`src/rtl/mips_pkg.sv`:
```
// mips_pkg: shared types and constants for the MIPS pipeline control blocks
package mips_pkg;
  // scoreboard dst field holds up to 256 registers; narrower indices are zero-extended
  localparam int SB_DST_W = 8;
  localparam logic [SB_DST_W-1:0] REG_ZERO = '0;
  typedef enum logic [1:0] {FWD_RF, FWD_M, FWD_W, FWD_RETIRE} t_fwd_sel;
  typedef struct packed {
    logic valid;
    logic [SB_DST_W-1:0] dst;
    logic regwrite;
    logic memread;
  } t_sb_slot;
endpackage

```
`src/rtl/hazard_match.sv`:
```
// hazard_match: youngest-producer priority encoder for one D-stage source operand
module hazard_match import mips_pkg::*; #(
  parameter int NUM_STAGES = 3,
  parameter int SEL_W = $clog2(NUM_STAGES + 1)
) (
  input  logic [SB_DST_W-1:0]   src,
  input  logic                  uses,
  input  t_sb_slot [NUM_STAGES-1:0] slots,
  output logic                  hit,
  output logic                  load,
  output logic [SEL_W-1:0]      code
);
  // scan oldest to youngest so the lowest matching slot overrides; code is slot index + 1
  always_comb begin
    hit = 1'b0;
    load = 1'b0;
    code = '0;
    for (int k = NUM_STAGES - 1; k >= 0; k--)
      if (uses && src != REG_ZERO && slots[k].valid && slots[k].regwrite && slots[k].dst == src) begin
        hit = 1'b1;
        load = slots[k].memread;
        code = SEL_W'(k + 1);
      end
  end
endmodule

```
`src/rtl/mips_hazard_ctrl.sv`:
```
// mips_hazard_ctrl: destination scoreboard, RAW stall/flush control and X-stage forwarding selects
module mips_hazard_ctrl import mips_pkg::*; #(
  parameter int REG_ADDR_W = 5,
  parameter int NUM_STAGES = 3,
  parameter int FWD_EN = 1,
  parameter int LOAD_READY_STAGE = 2,
  parameter int CNT_W = 32
) (
  input  logic                              clk,
  input  logic                              rst,
  input  logic                              id_valid_i,
  input  logic [REG_ADDR_W-1:0]             id_rs_i,
  input  logic [REG_ADDR_W-1:0]             id_rt_i,
  input  logic                              id_uses_rs_i,
  input  logic                              id_uses_rt_i,
  input  logic [REG_ADDR_W-1:0]             id_dst_i,
  input  logic                              id_regwrite_i,
  input  logic                              id_memread_i,
  input  logic                              redirect_i,
  output logic                              stall_o,
  output logic                              bubble_o,
  output logic                              flush_o,
  output logic [$clog2(NUM_STAGES+1)-1:0]   fwd_sel_a_o,
  output logic [$clog2(NUM_STAGES+1)-1:0]   fwd_sel_b_o,
  output logic [NUM_STAGES-1:0]             slot_valid_o,
  output logic [CNT_W-1:0]                  stall_cnt_o,
  output logic [CNT_W-1:0]                  flush_cnt_o
);
  localparam int SEL_W = $clog2(NUM_STAGES + 1);
  t_sb_slot [NUM_STAGES-1:0] slot;
  logic hit_a, hit_b, load_a, load_b, haz_a, haz_b;
  logic [SEL_W-1:0] code_a, code_b;
  hazard_match #(.NUM_STAGES(NUM_STAGES), .SEL_W(SEL_W)) u_match_a (
    .src(SB_DST_W'(id_rs_i)),
    .uses(id_valid_i & id_uses_rs_i),
    .slots(slot),
    .hit(hit_a),
    .load(load_a),
    .code(code_a)
  );
  hazard_match #(.NUM_STAGES(NUM_STAGES), .SEL_W(SEL_W)) u_match_b (
    .src(SB_DST_W'(id_rt_i)),
    .uses(id_valid_i & id_uses_rt_i),
    .slots(slot),
    .hit(hit_b),
    .load(load_b),
    .code(code_b)
  );
  // a match stalls only while load data is not yet forwardable, or always when forwarding is off
  always_comb begin
    haz_a = (FWD_EN != 0) ? (hit_a & load_a & (int'(code_a) < LOAD_READY_STAGE)) : hit_a;
    haz_b = (FWD_EN != 0) ? (hit_b & load_b & (int'(code_b) < LOAD_READY_STAGE)) : hit_b;
  end
  // redirect discards the D instruction, so it overrides any stall
  assign stall_o = !redirect_i & (haz_a | haz_b);
  assign bubble_o = stall_o | redirect_i;
  assign flush_o = redirect_i;
  // expose per-slot valid bits
  always_comb begin
    slot_valid_o = '0;
    for (int k = 0; k < NUM_STAGES; k++)
      slot_valid_o[k] = slot[k].valid;
  end
  // scoreboard shifts every cycle; a held or discarded D enters as an invalid slot
  always_ff @(posedge clk or posedge rst)
    if (rst)
      slot <= '0;
    else begin
      slot[0] <= (id_valid_i && !stall_o && !redirect_i)
                 ? '{valid: 1'b1, dst: SB_DST_W'(id_dst_i), regwrite: id_regwrite_i, memread: id_memread_i}
                 : '0;
      for (int k = 1; k < NUM_STAGES; k++)
        slot[k] <= slot[k-1];
    end
  // forwarding selects follow the D instruction into X; a bubble reads the register file
  always_ff @(posedge clk or posedge rst)
    if (rst) begin
      fwd_sel_a_o <= SEL_W'(FWD_RF);
      fwd_sel_b_o <= SEL_W'(FWD_RF);
    end else begin
      fwd_sel_a_o <= (bubble_o || FWD_EN == 0) ? SEL_W'(FWD_RF) : code_a;
      fwd_sel_b_o <= (bubble_o || FWD_EN == 0) ? SEL_W'(FWD_RF) : code_b;
    end
  // saturating stall and flush cycle counters
  always_ff @(posedge clk or posedge rst)
    if (rst) begin
      stall_cnt_o <= '0;
      flush_cnt_o <= '0;
    end else begin
      if (stall_o && stall_cnt_o != '1) stall_cnt_o <= stall_cnt_o + CNT_W'(1);
      if (flush_o && flush_cnt_o != '1) flush_cnt_o <= flush_cnt_o + CNT_W'(1);
    end
endmodule

```
`config.mk`:
```
export PLATFORM = sky130hd
export DESIGN_NAME = mips_hazard_ctrl
export DESIGN_NICKNAME = d
export VERILOG_FILES = /design/src/rtl/mips_pkg.sv /design/src/rtl/hazard_match.sv /design/src/rtl/mips_hazard_ctrl.sv
export SDC_FILE = /design/constraint.sdc
export NUM_CORES = 1
export LEC_CHECK = 0
export CORE_ASPECT_RATIO = 1.5
export CORE_MARGIN = 1.5
export CORE_UTILIZATION = 40
export DETAILED_ROUTE_END_ITERATION = 16
export PLACE_DENSITY = 0.66
export SLEW_MARGIN = 0
export SYNTH_ARGS = -nofsm -noshare
export SYNTH_HDL_FRONTEND = slang
export SYNTH_SLANG_ARGS = --single-unit
export TNS_END_PERCENT = 10
```
`constraint.sdc`:
```
create_clock -name clk -period 6.6 [get_ports clk]
set_input_delay 1.98 -clock clk [delete_from_list [all_inputs] [get_ports clk]]
set_output_delay 1.98 -clock clk [all_outputs]
set_load 0.005 [all_outputs]
```
# ---- Word level (Yosys, flattened, before mapping)
# Index checks and enable logic that the tools add are counted.
dict set report classes {
  add_sub_neg 2
  magnitude_cmp 2
  eq_ne 8
  mux 21
  bitwise 9
  reduce_logical 28
}
# operator count
set ops {}
lappend ops {{$add 32x1->32 const B} 2}
lappend ops {{$ne 32x32->1 const B} 2}
lappend ops {{$eq 8x5->1} 6}
lappend ops {{$logic_and 1x1->1} 24}
lappend ops {{$mux 2} 8}
lappend ops {{$reduce_bool 8->1} 2}
lappend ops {{$mux 1} 12}
lappend ops {{$mux 11} 1}
lappend ops {{$and 1x1->1} 7}
lappend ops {{$lt 2x2->1 const B} 2}
lappend ops {{$logic_not 1->1} 2}
lappend ops {{$or 1x1->1} 2}
dict set report word_totals {
  ff_bits 101
  input_bits 23
}

# ---- Longest topological paths before layout
# Gate-level depths: netlist (run 1).
dict set report logic_depth {
  word_depth 16
  depth_mapped 9
  mapped_depth_nobuf 7
}

# ---- Cells and area by module
# From an unflattened synthesis (run 1), not the netlist that was laid out.
dict set report hier_totals {
  cells_unflattened 456
  hier_area_um2 4828.4
}
# mod n_inst cells_each area_per_inst_um2 seq_area_each_um2
set modules_own_cells {}
lappend modules_own_cells {mips_hazard_ctrl 1 356 4055.1 2302.2}
lappend modules_own_cells {hazard_match 2 50 386.6 0.0}

# ---- Least setup slack after synthesis (run 1)
# Ideal clock, no wire load.
dict set report synth_timing {
  kind {input to output}
  startpoint {in id_rs_i[1]}
  endpoint {out stall_o}
  t_arrival_ps 3263
  t_required_ps 4620
  slack_ps 1357
  path_stages 6
  path_buffers 1
  path_cell_list {or4_1 -> o211ai_2 -> nor4_2 -> o21ai_4 -> buf_2 -> inv_1}
}
dict set report synth_via {
  elab_chain_len 12
  elab_cells_between_ends 28
  cone_classes {1 x order compare; 3 x eq/ne; 9 x mux; 4 x bitwise; 11 x reduce/logical}
}
# item line_no
set synth_lines {}
lappend synth_lines {{start: declaration} mips_hazard_ctrl.sv:12} ;# input logic [REG_ADDR_W-1:0] id_rs_i,
lappend synth_lines {{$reduce_bool 8->1} hazard_match.sv:19} ;# if (uses && src != REG_ZERO && slots[k].valid && slots[k].regwrite && slots[k].dst == src) begin
lappend synth_lines {{$logic_and 1x1->1 (4 in a row)} hazard_match.sv:19}
lappend synth_lines {{$mux 2 or $mux 1 (tied branches) (3 in a row)} hazard_match.sv:19}
lappend synth_lines {{$lt 2x2->1 or $and 1x1->1 (tied branches)} mips_hazard_ctrl.sv:51} ;# haz_a = (FWD_EN != 0) ? (hit_a & load_a & (int'(code_a) < LOAD_READY_STAGE)) : hit_a;
lappend synth_lines {{$and 1x1->1 (*)} mips_hazard_ctrl.sv:51}
lappend synth_lines {{$or 1x1->1 (*)} mips_hazard_ctrl.sv:55} ;# assign stall_o = !redirect_i & (haz_a | haz_b);
lappend synth_lines {{$and 1x1->1 (*)} mips_hazard_ctrl.sv:55}
lappend synth_lines {{end: declaration} mips_hazard_ctrl.sv:20} ;# output logic stall_o,
# Mark *: on every way between the ends. The rest lies on a longest branch, timed or not.

# ---- Worst setup path after layout (run 1)
dict set report layout_timing {
  startpoint {in id_rs_i[1]}
  endpoint {out bubble_o}
}
dict set report layout_via {
  elab_chain_len 13
  elab_cells_between_ends 29
  cone_classes {1 x order compare; 3 x eq/ne; 9 x mux; 5 x bitwise; 11 x reduce/logical}
}
# item line_no
set layout_lines {}
lappend layout_lines {{$reduce_bool 8->1} hazard_match.sv:19}
lappend layout_lines {{$logic_and 1x1->1 (4 in a row)} hazard_match.sv:19}
lappend layout_lines {{$mux 2 or $mux 1 (tied branches) (3 in a row)} hazard_match.sv:19}
lappend layout_lines {{$lt 2x2->1 or $and 1x1->1 (tied branches)} mips_hazard_ctrl.sv:51}
lappend layout_lines {{$and 1x1->1 (*)} mips_hazard_ctrl.sv:51}
lappend layout_lines {{$or 1x1->1 (*)} mips_hazard_ctrl.sv:55}
lappend layout_lines {{$and 1x1->1 (*)} mips_hazard_ctrl.sv:55}
lappend layout_lines {{$or 1x1->1 (*)} mips_hazard_ctrl.sv:56} ;# assign bubble_o = stall_o | redirect_i;
lappend layout_lines {{end: declaration} mips_hazard_ctrl.sv:21} ;# output logic bubble_o,
# Marked as above.

==> results of run 1 <==
-- logic make-up (layout without fill, tap and decap cells) --
logic type | after synthesis | in the layout | synth area share
buffers and inverters | 18 | 118 | 0.02538
AO/OA/AOI/OAI | 11 | 11 | 0.02228
flip-flops | 90 | 90 | 0.5076
AND/OR/NAND/NOR | 177 | 177 | 0.2516
adder cells (fa/ha/maj) | 2 | 2 | 0.005639
XOR/XNOR | 89 | 89 | 0.1757
multiplexers | 4 | 4 | 0.01184
-- layout by cell type (no fill, tap or decap), drive strengths merged, types with 4 or more instances in the layout --
cell,n
and2,8
and3,10
and4,8
clkbuf,10
clkdlybuf4s50,96
clkinv,4
dfrtp,90
mux2,4
nand2,35
nand3,21
nand4,22
nor2,16
nor3,25
nor4,12
or4,7
xnor2,47
xor2,42
-- worst max-delay path: cells and delay by family --
| kind | cells | cell delay, ps |
|---|---|---|
| buffers and inverters | 2 | 1100 |
| and+or+nand+nor | 3 | 900 |
| AOI/OAI and AO/OA | 2 | 270 |
-- per-layer routing --
metal	GRT usage	routed length [microns]	part of all wire
met1	0.2197	4018	0.39
met3	0.04446	454	0.044
met4	0.09316	314	0.030
met2	0.3359	5542	0.54
met5	0	0	0
-- flip-flops by register name, summed over array words and instances, names as in the netlist --
signal	flops
flush_cnt_o	32
fwd_sel_a_o	2
fwd_sel_b_o	2
slot	19
slot_valid_o	3
stall_cnt_o	32
-- path summary, 6_finish.rpt --
check	startpoint	endpoint	slack, ps	cells after the start
hold reg to reg	slot[12]$_DFF_PP0_	slot[23]$_DFF_PP0_	370	0
setup / recovery	id_rs_i[1]	bubble_o	370	7
min in group asynchronous	rst	flush_cnt_o[31]$_DFFE_PP0P_	2210	2
setup reg to reg	stall_cnt_o[0]$_DFFE_PP0P_	stall_cnt_o[1]$_DFFE_PP0P_	4130	7
hold / removal	slot[12]$_DFF_PP0_	slot[23]$_DFF_PP0_	370	0
max in group asynchronous	rst	stall_cnt_o[13]$_DFFE_PP0P_	3440	3
-- power breakdown --
group	switching, mW	leakage, nW	internal (mW)
combinational	0.0582	1.14	0.0810
sequential	0.0371	1.23	0.578
clock	0.211	0.166	0.368
-- stage by stage --
stage / cell area, sq um / util / power, mW
global placement: 5507 / 0.5144 / 0.7587
global route: 5841 / 0.5456 / 1.382
detailed placement: 5507 / 0.5144 / 0.7641
finish: 5841 / 0.5456 / 1.333
floorplan: 4437 / - / 0.6802
CTS: 5841 / 0.5456 / 1.349
-- final cells by class --
cell class	count	area share
Sequential cell	90	0.3856
Multi-Input combinational cell	283	0.3558
Timing Repair Buffer	99	0.1684
Clock buffer	10	0.03920
Tap cell	144	0.03085
Clock inverter	6	0.01799
Inverter	3	0.002142
==> summary.md, run 1 <==
| Metric | Value |
|---|---|
| Inst Count DP | `around 620` |
| Drt drc | `0` |
| CTS buffer count | `9` |
| Die area | `0.01175 sq mm` |
| Die Height | `~130 microns` |
| Min-Delay Path Class | `flip-flop to flip-flop` |
| Multi-input gate area | `about 0.0021 sq mm` |
| Placed wire-length estimate | `7521 microns` |
| Port bufs | `between 90 and 100` |
| Pre-CTS setup slack | `~380 ps` |
| Final setup violation count | `0` |
| Critical path arrival | `between 4000 and 5000 ps` |
| Required time worst endpoint | `between 4000 and 5000 ps` |
| Hold slack | `approximately 370 ps` |
| Register area | `0.002252 sq mm` |
| Crit path cell chain | `clkdlybuf4s50_1, or4_1, o211ai_2, nor4_2, o21ai_1, nand2b_1, clkdlybuf4s50_1` |
| Biggest cell delay along the critical path | `approximately 570 ps` |
| Setup Skew | `roughly 6.7 ps` |
| First-pass GRT wire length | `roughly 18000 microns` |
| Synth top area cells | `dfrtp_1, xnor2_1, xor2_1, nand2_1, nand4_1` |
| Status | `completed` |
| CTS tree | `done` |
| Cell leakage power | `~2.5 nW` |
| Slew Viols, Final | `0` |
| Peak supply drop | `approximately 0.14 mV` |
| Period utilization | `0.9442` |
| Initial Util | `0.4144` |
| # nets final | `511` |
| Filler cells | `997` |
| Count of cell types in the netlist | `~50` |
| Slowest-stage cell, CP | `clkdlybuf4s50_1` |
| Worst-path clk slew | `60 ps` |
| Ys flop type | `dfrtp_1` |
| Library cell with the largest summed area after synthesis | `dfrtp_1` |
| Cell with the most instances on the worst path | `clkdlybuf4s50_1` |
| Crit end category | `primary output` |
| Critical Path Fanout Max | `5` |
| Cell Area, Synth | `0.004437 sq mm` |
| Final Critical Period | `6232 ps` |
| FFs w/ async S/R, synth | `1.000` |
| 1st-pass router iterations | `4` |
| P per Cell Area | `228.3 mW/mm^2` |
| Final setup TNS | `0 ps` |
| Mean area per synthesized cell | `11.35 sq um` |
| Vias per cell | `a little over 5` |
| Worst-Margin Slew | `~1100 ps` |
| Initial antenna violation count | `0` |
| Slew headroom | `0.2551` |
| Final hold vios | `0` |
| DR vias | `3265` |
| Antenna diodes | `0` |
| Worst Setup Start Kind | `input pin` |
| Mapped Nets | `416` |
| H-tree levels | `3` |
| Die width | `88.99 microns` |
| IO Pins | `97` |
| Finished Layout Cells | `around 640` |
| Starting DRT DRC Count | `87` |
| Worst-skew pair later-pin latency | `around 340 ps` |
| GPL Wtd Cong | `around 0.9` |
| Total global routing overflow | `0` |
| Synth top area share | `0.5076` |
| Clk buf depth | `2` |
| Cells after synthesis | `approximately 400` |
| FF+latch count, synth | `90` |
| RSZ-0062 raised after global routing | `false` |
| Top-count cell post-synth | `dfrtp_1` |
| CTS Hold Bufs | `0` |
| Routed WL per cell | `16.27 microns` |
| Setup WS post-layout | `about 370 ps` |
| Fmax | `roughly 0.16 GHz` |
| Layout area overhead | `31.64%` |
| Largest net degree at the start of global routing | `66` |
| Clock Sinks | `90` |
| Post-Route WL | `between 10000 and 15000 microns` |
| Seq/Total Area, Yosys | `0.5076` |
| Setup Fix Bufs, Post-CTS | `0` |
| Core Rows | `46` |
| Layout cells sized above 1 | `0.08758` |
| Number of global-route vias before repair | `roughly 3600` |
| Gr usage total | `0.1941` |
| Max cap viols | `0` |
| Class of the most critical setup path | `input pin to primary output` |
| PostCTS Resize Cnt | `0` |
| EDFF count, synth | `0` |
| Post-synth top cells | `dfrtp_1, xnor2_1, xor2_1, nand2_1, nor3_1` |
| Yosys Warn Count | `0` |
| Root Driver | `clkbuf_16` |
| Core Footprint | `0.01071 sq mm` |
| Post-route ant nets | `0` |
(Power assumes the default switching activity.)
==> run 2: changes to the inputs <==
==> constraint.sdc (replaced) <==
create_clock -name clk -period 6.6 [get_ports clk]
set_input_delay 0.99 -clock clk [delete_from_list [all_inputs] [get_ports clk]]
set_output_delay 0.99 -clock clk [all_outputs]
set_load 0.1 [all_outputs]
==> run 2 against run 1 <==
  * Non-clock buffer count stayed put
  * Register-to-register slack hardly changed
  * Combinational power is 110% higher
  * Critical endpoint is now stall_o
  * Highest routed layer unchanged
==> summary.md, run 2 (synthesized netlist as in run 1, its figures left out) <==
| Metric | Value |
|---|---|
| Crit end category | `primary output` |
| CTS buffer count | `9` |
| Slew headroom | `0.2471` |
| CTS tree | `done` |
| Min-Delay Path Class | `flip-flop to flip-flop` |
| Pint | `about 0.95 mW` |
| Hold Path Stages | `0` |
| Antenna diodes | `0` |
| Worst path top cell family by delay | `buffers and inverters` |
| Layout cells sized above 1 | `0.08961` |
| RR Endpoint | `stall_cnt_o[1]$_DFFE_PP0P_` |
| GPL Wtd Cong | `between 0.8 and 0.9` |
| Crit path cell chain | `clkdlybuf4s50_1, or4_4, o211ai_2, nor4_4, o21ai_4, buf_4, inv_1, clkdlybuf4s50_1` |
| Core Footprint | `between 0.01 and 0.015 sq mm` |
| Routed WL per cell | `between 15 and 20 microns` |
| H-tree levels | `3` |
| Initial antenna violation count | `0` |
| Cell with the most instances on the worst path | `clkdlybuf4s50_1` |
| Setup Skew | `11.31 ps` |
| Peak supply drop | `about 0.13 mV` |
| Worst-skew pair later-pin latency | `350 ps` |
| Slew Viols, Final | `0` |
| Initial Util | `0.4144` |
| Number of global-route vias before repair | `between 3000 and 4000` |
| Largest net degree at the start of global routing | `91` |
| Critical path arrival | `~4000 ps` |
| HP Start | `slot[1]$_DFF_PP0_` |
| Die Height | `between 100 and 150 microns` |
| R2R depth | `7` |
| Slowest-stage cell, CP | `clkdlybuf4s50_1` |
| Class of the most critical setup path | `input pin to primary output` |
| RSZ-0062 raised after global routing | `false` |
| Clock Sinks | `90` |
| Psw | `0.4751 mW` |
| Comb pwr share | `0.208` |
| Max cap viols | `0` |
| Worst Setup Start Kind | `input pin` |
| Biggest cell delay along the critical path | `just under 1000 ps` |
| Gr usage total | `0.1828` |
| Fmax | `roughly 0.20 GHz` |
| Die width | `between 80 and 90 microns` |
| Die area | `0.01175 sq mm` |
| Sw Ratio | `0.3324` |
| Period utilization | `0.7553` |
| P per Cell Area | `around 250 mW/mm^2` |
| Final Util | `0.5427` |
| CTS Hold Bufs | `0` |
| Worst-path clk slew | `about 60 ps` |
| Most frequent cells in the layout | `clkdlybuf4s50_1, dfrtp_1, xnor2_1` |
| Power, Total | `1.429 mW` |
| Worst-Margin Slew | `1129 ps` |
| Reg2reg setup slack | `slightly above 4000 ps` |
| Cell leakage power | `~2.5 nW` |
| Post-route ant nets | `0` |
| Status | `completed` |
| 1st-pass router iterations | `4` |
| Required time worst endpoint | `between 5000 and 6000 ps` |
| Post-DP Area | `~0.0055 sq mm` |
| Critical Path Fanout Max | `32` |
| Core Rows | `46` |
| Final setup violation count | `0` |
| Total global routing overflow | `0` |
| Final Critical Period | `between 4000 and 5000 ps` |
| Root Driver | `clkbuf_16` |
| CP Buf/Inv Count | `4` |
| # nets final | `about 500` |
| First-pass GRT wire length | `approximately 17000 microns` |
| Placed wire-length estimate | `between 7000 and 8000 microns` |
| Vias per cell | `about 5.1` |
| R2r startpoint | `stall_cnt_o[0]$_DFFE_PP0P_` |
| Layout area overhead | `30.94%` |
| Clk pwr share | `0.364` |
| Post-Route WL | `between 10000 and 15000 microns` |
| Commonest non-fill, non-tap cell in the layout | `clkdlybuf4s50_1` |
| DR vias | `about 3200` |
| Port bufs | `96` |
| Clk buf depth | `2` |
| Drt drc | `0` |
| PostCTS Resize Cnt | `0` |
| Biggest regs | `flush_cnt_o x32, stall_cnt_o x32, slot x19` |
| Sequential Power Share | `0.429` |
| Final setup TNS | `0 ps` |
| IO Pins | `97` |
| Final hold vios | `0` |
| WHS Endpoint | `slot[12]$_DFF_PP0_` |
| Starting DRT DRC Count | `around 120` |
| Setup Fix Bufs, Post-CTS | `0` |
| Fin area | `just under 0.006 sq mm` |
| Hold slack | `approximately 370 ps` |
-- run 2: worst max-delay path by stage --
stage	from	end	slack, ps	cells after the start
final	id_rt_i[1]	stall_o	1620	8
after global routing	id_rs_i[1]	stall_o	1480	8
after CTS	id_rt_i[1]	stall_o	1590	8
after detailed placement	id_rt_i[1]	stall_o	1600	8
after global placement	id_rt_i[1]	stall_o	1610	8
after floorplan	id_rt_i[0]	bubble_o	2900	6
-- run 2: per-layer routing --
layer / up-vias / track usage / share of wire
li1: 1562 / - / -
met1: 1594 / 0.2120 / 0.41
met2: 67 / 0.3127 / 0.53
met3: 13 / 0.04446 / 0.043
met4: 0 / 0.08034 / 0.022
met5: - / 0 / 0
-- run 2: per-stage QoR --
stage                     setup WS (ps)  std cells
after floorplan                    2895        391
after global placement             1607        619
after detailed placement           1595        619
after CTS                          1592        635
after global routing               1477        635
final                              1615        635
-- run 2: layout make-up --
type                       count  area (sq um)
fill                         988          4896
sequential                    90          2252
multi-input combinational    283          2078
timing repair buffer          99         983.4
clock buffer                   9         225.2
tap                          144         180.2
clock inverter                 7         77.57
inverter                       3         12.51
-- run 2: power groups by stage --
stage                     logic, mW  clock network (mW)  registers (mW)
after floorplan              0.0745                   0           0.762
after global placement        0.298                   0           0.622
after detailed placement      0.300                   0           0.623
after CTS                     0.301               0.529           0.613
after global routing          0.310               0.551           0.617
final                         0.297               0.520           0.613
-- run 2: worst register-to-register path, delay by kind of cell, from the launching register on --
| family | cells | cell delay [ps] |
|---|---|---|
| simple gates | 4 | 1010 |
| flops | 1 | 450 |
| buf+inv | 1 | 380 |
| mux | 1 | 310 |
| fa+ha+maj | 1 | 200 |
